`config.mk`:
```
export PLATFORM = sky130hd
export DESIGN_NAME = bandit_environment
export DESIGN_NICKNAME = d
export VERILOG_FILES = /design/src/rtl/bandit_environment.sv
export SDC_FILE = /design/constraint.sdc
export NUM_CORES = 2
export LEC_CHECK = 0
export BUFFER_PORTS_ARGS = -buffer_cell sky130_fd_sc_hd__clkbuf_2
export CAP_MARGIN = 20
export CORE_MARGIN = 5
export CORE_UTILIZATION = 45
export CTS_CLUSTER_SIZE = 24
export DETAILED_ROUTE_END_ITERATION = 8
export PLACE_DENSITY_LB_ADDON = 0.05
export SYNTH_ARGS = -nofsm -noshare
export SYNTH_HDL_FRONTEND = slang
export SYNTH_SLANG_ARGS = --single-unit
```
`constraint.sdc`:
```
create_clock -name clk_i -period 3.9 [get_ports clk_i]
set_input_delay 0.585 -clock clk_i [delete_from_list [all_inputs] [get_ports clk_i]]
set_output_delay 0.585 -clock clk_i [all_outputs]
set_load 0.01 [all_outputs]
```
`src/rtl/bandit_environment.sv`:
```
// Multi-armed bandit environment: each accepted arm index draws a 16-bit Galois LFSR
// sample against that arm's programmed hit threshold and answers with a fixed reward.
module bandit_environment #(
    parameter logic [15:0] SEED        = 16'hACE1,
    parameter logic [15:0] REWARD_HIT  = 16'h0100,
    parameter logic [15:0] REWARD_MISS = 16'h0000
) (
    input  logic        clk_i,
    input  logic        rst_ni,
    input  logic        action_valid_i,
    input  logic [7:0]  action_data_i,
    output logic        action_ready_o,
    output logic        reward_valid_o,
    output logic [15:0] reward_data_o,
    input  logic        reward_ready_i,
    input  logic        prob_write_i,
    input  logic [7:0]  prob_addr_i,
    input  logic [15:0] prob_data_i,
    output logic [31:0] pull_count_o,
    output logic [31:0] hit_count_o
);

    typedef enum logic [1:0] {IDLE, LOOKUP, DRAW, RESPOND} state_e;

    state_e      state_q, state_d;
    logic [7:0]  arm_q, arm_d;
    logic [15:0] thresh_q, thresh_d;
    logic [15:0] lfsr_q, lfsr_d;
    logic [15:0] reward_q, reward_d;
    logic [31:0] pull_q, pull_d;
    logic [31:0] hit_q, hit_d;
    logic        hit;

    logic [15:0] prob_mem [256];

    // Table is never reset; a write in the LOOKUP cycle leaves thresh_q with the old word.
    always_ff @(posedge clk_i) begin
        if (prob_write_i) begin
            prob_mem[prob_addr_i] <= prob_data_i;
        end
    end

    always_comb begin
        state_d  = state_q;
        arm_d    = arm_q;
        thresh_d = thresh_q;
        lfsr_d   = lfsr_q;
        reward_d = reward_q;
        pull_d   = pull_q;
        hit_d    = hit_q;
        hit      = (lfsr_q < thresh_q);
        case (state_q)
            IDLE: begin
                if (action_valid_i) begin
                    state_d = LOOKUP;
                    arm_d   = action_data_i;
                    pull_d  = pull_q + 32'd1;
                end
            end
            LOOKUP: begin
                thresh_d = prob_mem[arm_q];
                state_d  = DRAW;
            end
            DRAW: begin
                reward_d = hit ? REWARD_HIT : REWARD_MISS;
                hit_d    = hit_q + {31'd0, hit};
                lfsr_d   = lfsr_q[0] ? ((lfsr_q >> 1) ^ 16'hB400) : (lfsr_q >> 1);
                state_d  = RESPOND;
            end
            RESPOND: begin
                if (reward_ready_i) begin
                    state_d = IDLE;
                end
            end
            default: state_d = IDLE;
        endcase
    end

    always_ff @(posedge clk_i or negedge rst_ni) begin
        if (!rst_ni) begin
            state_q  <= IDLE;
            arm_q    <= 8'd0;
            thresh_q <= 16'd0;
            lfsr_q   <= SEED;
            reward_q <= 16'd0;
            pull_q   <= 32'd0;
            hit_q    <= 32'd0;
        end else begin
            state_q  <= state_d;
            arm_q    <= arm_d;
            thresh_q <= thresh_d;
            lfsr_q   <= lfsr_d;
            reward_q <= reward_d;
            pull_q   <= pull_d;
            hit_q    <= hit_d;
        end
    end

    // Ready is gated by reset so it drops the instant reset asserts.
    assign action_ready_o = rst_ni && (state_q == IDLE);
    assign reward_valid_o = (state_q == RESPOND);
    assign reward_data_o  = reward_valid_o ? reward_q : 16'h0000;
    assign pull_count_o   = pull_q;
    assign hit_count_o    = hit_q;

endmodule
```
==> results by group <==
Outcome
  • Outcome: finished with violations
  • Failing checks: negative setup slack

Floorplanning
  • Die area: 370,000 um2
  • Die W: 608 um
  • Row count: 219
  • Initial Util: 45.2%
  • Core area: 356,000 um2
  • Chip Height: 608 um
  • I/O pin count: 119

Synthesis
  • EDFF count, synth: 4,096
  • Syn Area/Cell: 21.2 um2
  • Asr flop ratio synth: 2.55%
  • Seq cells post-synth: 4,203
  • Synth unique cells: 49
  • Ys flop type: edfxtp_1
  • Synthesized area: 161,000 um2
  • Register area share after synthesis: 78.1%
  • Synth warn: 0
  • Synth Instances: 7,599

Timing
  • Final Worst Setup Slack: -0.0381 ns
  • Worst slew margin: 21.8%
  • Final count of negative-setup-slack endpoints: 1
  • Final Cycle Share: 101%
  • Final Hold Fails: 0
  • Min Clock Period, post-route: 3.94 ns
  • Tightest Pin Transition: 1.14 ns
  • Final Hold Slack: 0.0333 ns
  • Slew Limit Fails: 0
  • RSZ-0062 raised after global routing: no
  • Clk_skew: 0.0530 ns
  • Fmax: 0.254 GHz

Routing
  • DR vias/cell: 5.94
  • DR WL/cell: 33.9 um
  • TritonRoute pass-1 iters: 6
  • DRC: 0
  • Final antenna-violating net count: 0
  • Total wire length: 461,000 um
  • Initial DRC count: 8,764
  • Via count: 80,779

GRT
  • Global-route wire length before repair: 648,000 um
  • Vias in the first global route: 82,041
  • Total track usage: 24.6%
  • Initial antenna violation count: 27
  • Largest net degree at the start of global routing: 152
  • GRT overflow: 0

Layout
  • Final Cell Area: 186,000 um2
  • Fillers: 27,903
  • Area Growth Syn to Fin: 15.8%
  • Most frequent cells in the layout: edfxtp_1, mux4_2, buf_4, clkbuf_16, mux2i_1
  • Layout Nets: 8,544
  • Final cell count without fillers: 13,609
  • Layout cells sized above 1: 27.6%
  • Most common cell after layout, fill and taps aside: edfxtp_1

Pwr
  • P_leak: 59.9 nW
  • Cell Pwr Density: 666 nW/um2
  • Maximum vdd drop: 0.584 mV

Place
  • Setup Slack @ Placement: 0.119 ns
  • Area after DPL: 172,000 um2
  • Port Buffer Count: 103
  • Global placement routability congestion: 0.841
  • Detailed Place HPWL: 285,000 um
  • Placed cell count: 12,781

Min path
  • Hold WC Path Type: primary input to flop

Clocking
  • CTS sink cnt: 4,203
  • CTS tree: done
  • Clock latency at the later pin of the worst-skew pair: 0.96 ns
  • CTS Buffer Depth: 4
  • CTS root buf: clkbuf_16
  • CTS buffer count: 440
  • H-tree depth: 5
  • CTS clock-pin slew for the worst setup and hold paths: 0.06 ns

Setup path
  • Critical path capture point type: flop
  • CP arrival: 4.73 ns
  • Critical path class: flop to flop
  • Reg-to-reg slack, setup: -0.04 ns
  • Critical Path RT: 4.69 ns
  • Worst Path Max Fanout: 30
  • Startpoint Class: flop

Job
  • Max cap viols: 0
path summary, 6_finish.rpt:
check,to,from,cells after the start
setup reg to reg,thresh_q[3],arm_q[1],11
min in group asynchronous,pull_count_o[5],rst_ni,2
hold reg to reg,hit_count_o[31],hit_count_o[31],1
setup / recovery,thresh_q[3],arm_q[1],11
hold / removal,prob_mem[64][12],prob_data_i[12],1
max in group asynchronous,arm_q[1],rst_ni,3
metal layers:
| layer | vias up | global-route usage (%) | part of all wire, % |
|---|---|---|---|
| met5 | - | 0 | 0.011 |
| met4 | 8 | 6.30 | 2.8 |
| met3 | 595 | 4.30 | 6.6 |
| met2 | 2746 | 39.0 | 48 |
| met1 | 43827 | 35.6 | 43 |
| li1 | 33603 | - | - |
where the power goes:
part           switching [W]  total [W]  leakage (nW)  internal, W
clock                 0.0173     0.0403          6.70       0.0230
sequential          0.000458     0.0504          38.2       0.0500
combinational         0.0197     0.0333          15.1       0.0136
total                 0.0374      0.124          59.9       0.0866
final cells by class:
cell class,count,area (um2),area share [%]
well taps,4751,5940,3.19
inverters,29,111,0.0598
repair buffers,879,7730,4.15
multi-input cells,2931,33100,17.7
clock buffers,539,11600,6.21
diodes,11,27.5,0.0148
clock inverters,266,2120,1.14
flip-flops and latches,4203,126000,67.5
flip-flops by register name, summed over array words and instances (netlist names):
name	count
thresh_q	16
hit_count_o	32
reward_q	1
prob_mem	4096
lfsr_q	16
state_q	2
pull_count_o	32
arm_q	8
cell families after synthesis:
family                     Yosys count  share of synthesized area, %
and+or+nand+nor                    767                          2.08
buffers and inverters              479                          1.57
muxes                             1271                          14.3
DFF                               4203                          78.1
other                                1                       0.00233
AOI/OAI and AO/OA                  791                          3.39
adders and majority gates           23                         0.179
xor gates and xnor gates            64                         0.348
synth_stat cells (all sizes together), types with 16 or more instances:
cell,instances,share of area (%)
nor2,314,0.73
ha,23,0.18
o21ai,51,0.16
a221oi,48,0.26
dfrtp,99,1.5
xnor2,49,0.27
a211oi,49,0.23
buf,250,1.0
mux4,817,11
o22ai,207,0.80
a2111oi,65,0.35
nor4,16,0.062
a22oi,96,0.45
clkbuf,200,0.47
a21oi,155,0.48
nand2,219,0.51
nand4,53,0.21
mux2,56,0.39
mux2i,398,2.5
nor3,18,0.056
inv,28,0.065
a22o,16,0.087
nand3,95,0.30
edfxtp,4096,76
o221ai,83,0.45
timing repair:
item | in CTS | in global routing
hold buffers | 12 | 0
setup buffers | 0 | 0
gates resized for setup | 0 | 3
endpoints found under the setup margin | 0 | 8
endpoints found under the hold margin | 122 | 0
critical path: stages (launching register included):
cell	delay, ns
dfrtp_4	0.79
buf_12	0.29
buf_4	0.27
buf_4	0.22
mux2i_1	0.21
o22ai_1	0.09
a2111oi_0	0.99
buf_4	0.25
a21oi_1	0.12
nand4_1	0.21
buf_4	0.17
nand4_1	0.08
per-stage QoR:
stage	util [%]	TNS (ns)	total power, W
2_1_floorplan	-	0	0.0707
3_3_place_gp	48.4	-0.00624	0.0850
3_5_place_dp	48.4	0	0.0850
4_1_cts	52.3	0	0.125
5_1_grt	52.3	0	0.129
6_report	52.3	-0.0381	0.124
(Power assumes the default switching activity.)
